File: config.mk
export PLATFORM = sky130hd
export DESIGN_NAME = de_stage_flat
export DESIGN_NICKNAME = d
export VERILOG_FILES = /design/src/rtl/de_stage_pkg.sv /design/src/rtl/de_stage_if.sv /design/src/rtl/de_scoreboard.sv /design/src/rtl/de_stage.sv /design/src/flat_wrapper.sv
export SDC_FILE = /design/constraint.sdc
export NUM_CORES = 2
export LEC_CHECK = 0
export CAP_MARGIN = 30
export CORE_AREA = 2 2 411 413
export CTS_CLUSTER_DIAMETER = 100
export DETAILED_ROUTE_END_ITERATION = 12
export DIE_AREA = 0 0 413 415
export GPL_TIMING_DRIVEN = 0
export SYNTH_ARGS = -nofsm -noshare
export SYNTH_HDL_FRONTEND = slang
export SYNTH_SLANG_ARGS = --single-unit
File: constraint.sdc
create_clock -name clk -period 11.3 [get_ports clk]
set_input_delay 1.13 -clock clk [delete_from_list [all_inputs] [get_ports clk]]
set_output_delay 1.13 -clock clk [all_outputs]
set_load 0.01 [all_outputs]
File: src/rtl/de_stage_pkg.sv
// Shared definitions for the RV32I decode stage: opcodes, bus layouts and decode helpers.
// The DE latch field order is also used by the AGEX unpacker.
package de_stage_pkg;

    localparam int DBITS       = 32;
    localparam int INSTBITS    = 32;
    localparam int REGNO       = 32;
    localparam int REGBITS     = 5;
    localparam int SB_CNT_BITS = 2;

    localparam int OPCODE_LSB = 0;
    localparam int RD_LSB     = 7;
    localparam int RS1_LSB    = 15;
    localparam int RS2_LSB    = 20;

    localparam logic [6:0] OP_LUI    = 7'b0110111;
    localparam logic [6:0] OP_AUIPC  = 7'b0010111;
    localparam logic [6:0] OP_JAL    = 7'b1101111;
    localparam logic [6:0] OP_JALR   = 7'b1100111;
    localparam logic [6:0] OP_BRANCH = 7'b1100011;
    localparam logic [6:0] OP_LOAD   = 7'b0000011;
    localparam logic [6:0] OP_STORE  = 7'b0100011;
    localparam logic [6:0] OP_OPIMM  = 7'b0010011;
    localparam logic [6:0] OP_OP     = 7'b0110011;

    localparam logic [31:0] BUS_CANARY_VALUE = 32'hC0DE_CAFE;

    typedef enum logic [2:0] {
        FMT_NONE = 3'd0,
        FMT_R    = 3'd1,
        FMT_I    = 3'd2,
        FMT_S    = 3'd3,
        FMT_B    = 3'd4,
        FMT_U    = 3'd5,
        FMT_J    = 3'd6
    } imm_fmt_e;

    typedef struct packed {
        logic [INSTBITS-1:0] inst;
        logic [DBITS-1:0]    pc;
        logic [DBITS-1:0]    pcplus;
        logic [31:0]         inst_count;
        logic [31:0]         canary;
    } fe_latch_t;

    typedef struct packed {
        logic                valid;
        logic [INSTBITS-1:0] inst;
        logic [DBITS-1:0]    pc;
        logic [DBITS-1:0]    pcplus;
        logic [6:0]          op;
        logic [REGBITS-1:0]  rd;
        logic                wr_rd;
        logic [DBITS-1:0]    rs1_val;
        logic [DBITS-1:0]    rs2_val;
        logic [DBITS-1:0]    imm;
        logic [31:0]         inst_count;
    } de_latch_t;

    typedef struct packed {
        logic               wr_en;
        logic [REGBITS-1:0] wr_reg;
        logic [DBITS-1:0]   wr_data;
    } wb_bus_t;

    typedef struct packed {
        logic     uses_rs1;
        logic     uses_rs2;
        logic     wr_rd;
        imm_fmt_e fmt;
    } dec_ctrl_t;

    localparam int FE_latch_WIDTH = $bits(fe_latch_t);
    localparam int DE_latch_WIDTH = $bits(de_latch_t);

    function automatic dec_ctrl_t decode_ctrl(input logic [6:0] opcode);
        dec_ctrl_t c;
        case (opcode)
            OP_LUI:    c = '{1'b0, 1'b0, 1'b1, FMT_U};
            OP_AUIPC:  c = '{1'b0, 1'b0, 1'b1, FMT_U};
            OP_JAL:    c = '{1'b0, 1'b0, 1'b1, FMT_J};
            OP_JALR:   c = '{1'b1, 1'b0, 1'b1, FMT_I};
            OP_BRANCH: c = '{1'b1, 1'b1, 1'b0, FMT_B};
            OP_LOAD:   c = '{1'b1, 1'b0, 1'b1, FMT_I};
            OP_STORE:  c = '{1'b1, 1'b1, 1'b0, FMT_S};
            OP_OPIMM:  c = '{1'b1, 1'b0, 1'b1, FMT_I};
            OP_OP:     c = '{1'b1, 1'b1, 1'b1, FMT_R};
            default:   c = '{1'b0, 1'b0, 1'b0, FMT_NONE};
        endcase
        return c;
    endfunction

    // Opcode bits never feed the immediate, so only inst[31:7] is taken.
    function automatic logic [DBITS-1:0] decode_imm(input logic [INSTBITS-1:7] inst,
                                                    input imm_fmt_e fmt);
        logic [DBITS-1:0] imm;
        case (fmt)
            FMT_I:   imm = {{20{inst[31]}}, inst[31:20]};
            FMT_S:   imm = {{20{inst[31]}}, inst[31:25], inst[11:7]};
            FMT_B:   imm = {{19{inst[31]}}, inst[31], inst[7], inst[30:25], inst[11:8], 1'b0};
            FMT_U:   imm = {inst[31:12], 12'h000};
            FMT_J:   imm = {{11{inst[31]}}, inst[31], inst[19:12], inst[20], inst[30:21], 1'b0};
            default: imm = {DBITS{1'b0}};
        endcase
        return imm;
    endfunction

endpackage

File: src/rtl/de_stage_if.sv
// Bus bundle between the decode stage and its FE / AGEX / WB neighbours.
interface de_stage_if;
    import de_stage_pkg::*;

    fe_latch_t FE_latch_in;
    logic      from_AGEX_to_DE;
    wb_bus_t   from_WB_to_DE;
    de_latch_t DE_latch_out;
    logic      from_DE_to_FE;
    logic      canary_err;

    modport master (
        output FE_latch_in, from_AGEX_to_DE, from_WB_to_DE,
        input  DE_latch_out, from_DE_to_FE, canary_err
    );

    modport slave (
        input  FE_latch_in, from_AGEX_to_DE, from_WB_to_DE,
        output DE_latch_out, from_DE_to_FE, canary_err
    );
endinterface

File: src/rtl/de_scoreboard.sv
// Per-register in-flight writer counters; busy lookups already discount a same-cycle write-back.
module de_scoreboard
    import de_stage_pkg::*;
(
    input  logic               clk,
    input  logic               reset,
    input  logic               issue_en,
    input  logic [REGBITS-1:0] issue_rd,
    input  logic               wb_en,
    input  logic [REGBITS-1:0] wb_reg,
    input  logic [REGBITS-1:0] q_rs1,
    input  logic [REGBITS-1:0] q_rs2,
    input  logic [REGBITS-1:0] q_rd,
    output logic               busy_rs1_o,
    output logic               busy_rs2_o,
    output logic               full_rd_o
);
    localparam logic [SB_CNT_BITS-1:0] CNT_MAX = {SB_CNT_BITS{1'b1}};
    localparam logic [SB_CNT_BITS-1:0] CNT_ONE = {{(SB_CNT_BITS-1){1'b0}}, 1'b1};
    localparam logic [SB_CNT_BITS-1:0] CNT_ZERO = {SB_CNT_BITS{1'b0}};

    logic [SB_CNT_BITS-1:0] cnt_q [REGNO];
    logic [SB_CNT_BITS-1:0] cnt_d [REGNO];
    logic [REGNO-1:0]       inc_s;
    logic [REGNO-1:0]       dec_s;
    logic                   wb_rs1_s;
    logic                   wb_rs2_s;

    // Next counter values; a decrement of an empty counter is dropped.
    always_comb begin
        for (int r = 0; r < REGNO; r++) begin
            inc_s[r] = issue_en && (issue_rd == REGBITS'(r)) && (r != 0);
            dec_s[r] = wb_en && (wb_reg == REGBITS'(r)) && (r != 0);
            if (inc_s[r] && !dec_s[r]) begin
                cnt_d[r] = cnt_q[r] + CNT_ONE;
            end else if (dec_s[r] && !inc_s[r] && (cnt_q[r] != CNT_ZERO)) begin
                cnt_d[r] = cnt_q[r] - CNT_ONE;
            end else begin
                cnt_d[r] = cnt_q[r];
            end
        end
    end

    // Counter state register.
    always_ff @(posedge clk) begin
        for (int r = 0; r < REGNO; r++) begin
            if (reset) begin
                cnt_q[r] <= CNT_ZERO;
            end else begin
                cnt_q[r] <= cnt_d[r];
            end
        end
    end

    assign wb_rs1_s   = wb_en && (wb_reg == q_rs1);
    assign wb_rs2_s   = wb_en && (wb_reg == q_rs2);
    assign busy_rs1_o = (q_rs1 != 5'd0) && (cnt_q[q_rs1] > {{(SB_CNT_BITS-1){1'b0}}, wb_rs1_s});
    assign busy_rs2_o = (q_rs2 != 5'd0) && (cnt_q[q_rs2] > {{(SB_CNT_BITS-1){1'b0}}, wb_rs2_s});
    assign full_rd_o  = (q_rd != 5'd0) && (cnt_q[q_rd] == CNT_MAX);

endmodule

File: src/rtl/de_stage.sv
// RV32I decode stage: field decode, write-first register file, RAW stall and DE latch.
// Optional bus-canary checking is enabled by defining DE_CANARY_CHECK_EN.
module de_stage
    import de_stage_pkg::*;
(
    input  logic       clk,
    input  logic       reset,
    de_stage_if.slave  bus
);
    fe_latch_t          fe_s;
    wb_bus_t            wb_s;
    dec_ctrl_t          ctrl_s;
    de_latch_t          de_latch_d;
    de_latch_t          de_latch_q;
    logic [DBITS-1:0]   rf_q [REGNO];
    logic [REGBITS-1:0] rd_s, rs1_s, rs2_s;
    logic [DBITS-1:0]   rs1_val_s, rs2_val_s, imm_s;
    logic               valid_s, mispred_s, stall_s, issue_s;
    logic               busy_rs1_s, busy_rs2_s, full_rd_s;
    logic               canary_err_s;

    assign fe_s      = bus.FE_latch_in;
    assign wb_s      = bus.from_WB_to_DE;
    assign mispred_s = bus.from_AGEX_to_DE;
    assign valid_s   = (fe_s.inst != 32'd0);
    assign rd_s      = fe_s.inst[RD_LSB +: REGBITS];
    assign rs1_s     = fe_s.inst[RS1_LSB +: REGBITS];
    assign rs2_s     = fe_s.inst[RS2_LSB +: REGBITS];
    assign ctrl_s    = decode_ctrl(fe_s.inst[OPCODE_LSB +: 7]);
    assign imm_s     = decode_imm(fe_s.inst[INSTBITS-1:7], ctrl_s.fmt);

    assign rs1_val_s = (rs1_s == 5'd0) ? {DBITS{1'b0}} :
                       (wb_s.wr_en && (wb_s.wr_reg == rs1_s)) ? wb_s.wr_data : rf_q[rs1_s];
    assign rs2_val_s = (rs2_s == 5'd0) ? {DBITS{1'b0}} :
                       (wb_s.wr_en && (wb_s.wr_reg == rs2_s)) ? wb_s.wr_data : rf_q[rs2_s];

    de_scoreboard u_sb (
        .clk        (clk),
        .reset      (reset),
        .issue_en   (issue_s && ctrl_s.wr_rd),
        .issue_rd   (rd_s),
        .wb_en      (wb_s.wr_en),
        .wb_reg     (wb_s.wr_reg),
        .q_rs1      (rs1_s),
        .q_rs2      (rs2_s),
        .q_rd       (rd_s),
        .busy_rs1_o (busy_rs1_s),
        .busy_rs2_o (busy_rs2_s),
        .full_rd_o  (full_rd_s)
    );

    // Stall is combinational so FE freezes in the same cycle the hazard is seen.
    assign stall_s = !reset && valid_s && !mispred_s &&
                     ((ctrl_s.uses_rs1 && busy_rs1_s) ||
                      (ctrl_s.uses_rs2 && busy_rs2_s) ||
                      (ctrl_s.wr_rd && full_rd_s));
    assign issue_s = valid_s && !mispred_s && !stall_s;

    // Next DE latch contents: decoded instruction on issue, otherwise a bubble.
    always_comb begin
        de_latch_d = de_latch_t'({DE_latch_WIDTH{1'b0}});
        if (issue_s) begin
            de_latch_d.valid      = 1'b1;
            de_latch_d.inst       = fe_s.inst;
            de_latch_d.pc         = fe_s.pc;
            de_latch_d.pcplus     = fe_s.pcplus;
            de_latch_d.op         = fe_s.inst[OPCODE_LSB +: 7];
            de_latch_d.rd         = rd_s;
            de_latch_d.wr_rd      = ctrl_s.wr_rd;
            de_latch_d.rs1_val    = rs1_val_s;
            de_latch_d.rs2_val    = rs2_val_s;
            de_latch_d.imm        = imm_s;
            de_latch_d.inst_count = fe_s.inst_count;
        end else begin
            de_latch_d = de_latch_t'({DE_latch_WIDTH{1'b0}});
        end
    end

    // DE pipeline latch.
    always_ff @(posedge clk) begin
        if (reset) begin
            de_latch_q <= de_latch_t'({DE_latch_WIDTH{1'b0}});
        end else begin
            de_latch_q <= de_latch_d;
        end
    end

    // Register file; x0 is never written.
    always_ff @(posedge clk) begin
        if (reset) begin
            for (int r = 0; r < REGNO; r++) begin
                rf_q[r] <= {DBITS{1'b0}};
            end
        end else if (wb_s.wr_en && (wb_s.wr_reg != 5'd0)) begin
            rf_q[wb_s.wr_reg] <= wb_s.wr_data;
        end
    end

`ifdef DE_CANARY_CHECK_EN
    logic canary_err_q;

    // Sticky canary mismatch on any real, non-squashed instruction.
    always_ff @(posedge clk) begin
        if (reset) begin
            canary_err_q <= 1'b0;
        end else if (valid_s && !mispred_s && (fe_s.canary != BUS_CANARY_VALUE)) begin
            canary_err_q <= 1'b1;
        end
    end

    assign canary_err_s = canary_err_q;
`else
    logic [31:0] unused_canary_s;
    assign unused_canary_s = fe_s.canary;
    assign canary_err_s    = 1'b0;
`endif

    assign bus.DE_latch_out  = de_latch_q;
    assign bus.from_DE_to_FE = stall_s;
    assign bus.canary_err    = canary_err_s;

endmodule

File: src/flat_wrapper.sv
// flat-port wrapper written by rule: the top's interface ports become plain ports
module de_stage_flat import de_stage_pkg::*;
  (clk, reset, bus_FE_latch_in, bus_from_AGEX_to_DE, bus_from_WB_to_DE, bus_DE_latch_out, bus_from_DE_to_FE, bus_canary_err);
  de_stage_if bus_i ();
  input  logic clk;
  input  logic reset;
  input wire logic [$bits(bus_i.FE_latch_in)-1:0] bus_FE_latch_in;
  input wire logic [$bits(bus_i.from_AGEX_to_DE)-1:0] bus_from_AGEX_to_DE;
  input wire logic [$bits(bus_i.from_WB_to_DE)-1:0] bus_from_WB_to_DE;
  output wire logic [$bits(bus_i.DE_latch_out)-1:0] bus_DE_latch_out;
  output wire logic [$bits(bus_i.from_DE_to_FE)-1:0] bus_from_DE_to_FE;
  output wire logic [$bits(bus_i.canary_err)-1:0] bus_canary_err;
  assign bus_i.FE_latch_in = bus_FE_latch_in;
  assign bus_i.from_AGEX_to_DE = bus_from_AGEX_to_DE;
  assign bus_i.from_WB_to_DE = bus_from_WB_to_DE;
  assign bus_DE_latch_out = bus_i.DE_latch_out;
  assign bus_from_DE_to_FE = bus_i.from_DE_to_FE;
  assign bus_canary_err = bus_i.canary_err;
  de_stage u_core (.clk(clk), .reset(reset), .bus(bus_i));
endmodule
==> qor.csv <==
metric;value;unit
global_route.overflow_total;0;
most-common-layout-cells;1024 x edfxtp_1, 964 x and2_1, 611 x mux4_2;
worst_ir_drop_on_vdd;164;uV
num_vias;48600;
multiInputGateArea;28400;sq um
max_freq;0.104;GHz
cts_tree;yes;
grt_first_pass_wirelength;378000;um
postRouteWirelength;282000;um
postCtsResizedCells;0;
mean_number_of_vias_per_cell;6.29;
fp.dieArea;171000;sq um
drt-wirelength-per-cell;36.4;um
fillCellCount;14500;
global_placement_routability_congestion;1.04;
synthesis.yosys.warnings;0;
number_of_design_rule_violations_left_by_the_first_detailed_router_iteration;6678;
grt_start_max_net_pins;29;
clockBufferDepth;3;
timing.critical_path.mode_cell;buf_2;
critical-path-slowest-cell;clkdlybuf4s50_1;
grt_pass1_vias;47000;
sequential_cell_area;36500;sq um
finalClockSkew;0.0300;ns
coreArea;167000;sq um
largest_area_contributor_in_the_netlist;edfxtp_1;
die_w;413;um
synth_area_leaders;edfxtp_1 46%, mux4_2 21%, and2_1 9.1%;
worst-r2r-setup-slack;5.66;ns
power_density;149;nW/um^2
timing.critical_path.fanout_max;10;
clk_pin_slew_worst_paths;0.06;ns
antenna_violation_net_count_after_detailed_routing;0;
remaining_drc_errors;0;
yosys_most_used_dff;edfxtp_1;
worst_r2r_src;u_core.u_sb.cnt_q[18][0]$_SDFFE_PP0P_;
holdCritPathClass;flop to flop;
insertion_delay_to_the_later_sink_of_the_worst_skew_pair;0.81;ns
worst_setup_path_end_kind;output pin;
layout.cells.most_common;edfxtp_1;
worst_stage_delay_on_the_critical_path;0.81;ns
final_worst_path_period_share;85.1;%
total_number_of_h_tree_levels;4;
hold_start;u_core.u_sb.cnt_q[1][1]$_SDFFE_PP0P_;
synthesized_netlist_cell_count;4673;
drive_gt1_share;20.4;%
number_of_cts_inserted_buffers;148;
finalWorstPathRequiredPeriod;9.61;ns
worst_setup_path_startpoint;bus_FE_latch_in[143];
start_util;39.9;%
io_pins;441;
synthDistinctLibCells;82;
hold_viol;0;
post-synth-top-area-fraction;46.2;%
run_status;completed;
timing.final.setup_violations;0;
worstPathArrival;8.48;ns
critical_path_buf_inv_count;8;
detailed_place_hpwl;210000;um
cts_hold_buf;0;
drv_slew;0;
gr-usage-all-layers;32.3;%
total_leakage_power;28.2;nW
setup.worst_path.start_class;primary input;
worst-endpoint-required;10.17;ns
worst_pin_slew;1.20;ns
number_of_clock_sinks_seen_by_cts;1312;
grt_setup_unrepaired;false;
timing_worst_setup_path_type;primary input to output pin;
number_of_flops_mapped_to_enable_cells_by_yosys;1024;
critical_path_cell_list;clkdlybuf4s50_1, buf_2, clkbuf_1, buf_2, buf_2, buf_2, mux4_2, mux4_2, mux2i_1, ha_1, o22ai_1, o31ai_1, o21ai_1, a21oi_1, clkbuf_1, nor3_1, clkdlybuf4s50_1;
nNetsFinal;5596;
port_buffers;396;
dr.pass1.iters;8;
cts.repair_timing.setup_buffer_count;0;
final.setup.tns;0;ns
synthesis.area;66600;sq um
cts-root-buf;clkbuf_16;
synthesis.area_per_instance;14.2;sq um
postSynthRegisterBits;1312;
timing.max_slew.rel_slack;19.4;%
die_y;415;um
maxCapViolCount;0;
ys_seq_area_share;54.9;%
antenna_found_initial;21;
flow.area_growth_from_synthesis;21.4;%
num_rows;150;
design_power_total;12.0;mW
synth-async-reset-ratio;0;%
critical_path.top_delay_family;buffers and inverters;
==> metal layers <==
| metal | track usage, % | routed length, um | vias to the layer above |
|---|---|---|---|
| met5 | 0.0565 | 290 | - |
| met4 | 21.0 | 22300 | 14 |
| met3 | 12.0 | 36000 | 871 |
| met2 | 48.2 | 124000 | 3701 |
| met1 | 39.2 | 99300 | 24700 |
| li1 | - | - | 19300 |
==> power breakdown <==
part           switching [mW]  leakage (nW)  internal [mW]
Combinational           0.972          13.8          0.684
Clock                    2.08          2.29           2.72
Sequential              0.113          12.1           5.44
==> cell usage after synthesis (22+ instances only) <==
| master | instances |
|---|---|
| a21oi_1 | 77 |
| mux4_2 | 611 |
| buf_2 | 36 |
| o22ai_1 | 28 |
| inv_1 | 22 |
| a221oi_1 | 29 |
| clkbuf_1 | 388 |
| buf_1 | 58 |
| mux2i_1 | 137 |
| nor3_1 | 38 |
| nor2_1 | 231 |
| and3_1 | 172 |
| nand3_1 | 40 |
| dfxtp_1 | 288 |
| a211oi_1 | 85 |
| edfxtp_1 | 1024 |
| nand2_1 | 79 |
| and2_1 | 964 |
| o21ai_0 | 46 |
==> registers in the layout, indices dropped and copies added (netlist names) <==
signal and count:
u_core.bus.DE_latch_out 226, u_core.rf_q 1024, u_core.u_sb.cnt_q 62
==> worst register-to-register path, stage by stage, from the launching register on <==
cell and delay [ns]:
dfxtp_1 0.42, mux4_2 0.50, mux4_2 0.51, mux2i_1 0.30, ha_1 0.21, o22ai_1 0.13, o31ai_1 0.28, o21ai_1 0.21
a21oi_1 0.36, and2_1 0.40, nand2_1 0.55, buf_1 0.66, a211oi_1 0.93
==> final timing paths <==
check | to | cells after the start
worst max register to register | u_core.bus.DE_latch_out[120]$_SDFF_PP0_ | 12
worst min register to register | u_core.u_sb.cnt_q[1][1]$_SDFFE_PP0P_ | 2
worst min-delay path | u_core.u_sb.cnt_q[1][1]$_SDFFE_PP0P_ | 2
worst max-delay path | bus_from_DE_to_FE | 17
==> metrics by stage <==
stage,hold WS [ns],instances,utilization (%),cell area (sq um),setup WS (ns)
2_1_floorplan,0.481,4705,-,66700,5.51
3_3_place_gp,0.522,7305,44.0,73400,1.60
3_5_place_dp,0.530,7429,45.5,75900,1.99
4_1_cts,0.538,7697,48.3,80600,2.00
5_1_grt,0.575,7719,48.5,80800,1.73
6_report,0.550,7728,48.5,80800,1.69
==> cell type report <==
type | count | share of cell area [%]
Antenna cell | 13 | 0.0403
Buffer | 504 | 2.55
Clock buffer | 191 | 4.91
Clock inverter | 77 | 0.900
Inverter | 23 | 0.107
Multi-Input combinational cell | 2866 | 35.1
Sequential cell | 1312 | 45.2
Tap cell | 2204 | 3.41
Timing Repair Buffer | 538 | 7.78
==> cell families after synthesis <==
logic type	count (synthesis)	share of synthesized area, %
flops	1312	54.9
buf+inv	527	3.18
other cells	1	0.00563
xor+xnor	23	0.303
mux	768	23.1
fa+ha+maj	2	0.0376
compound gates	406	4.32
simple gates	1634	14.2
No activity file was read; power rests on OpenSTA's default activity.
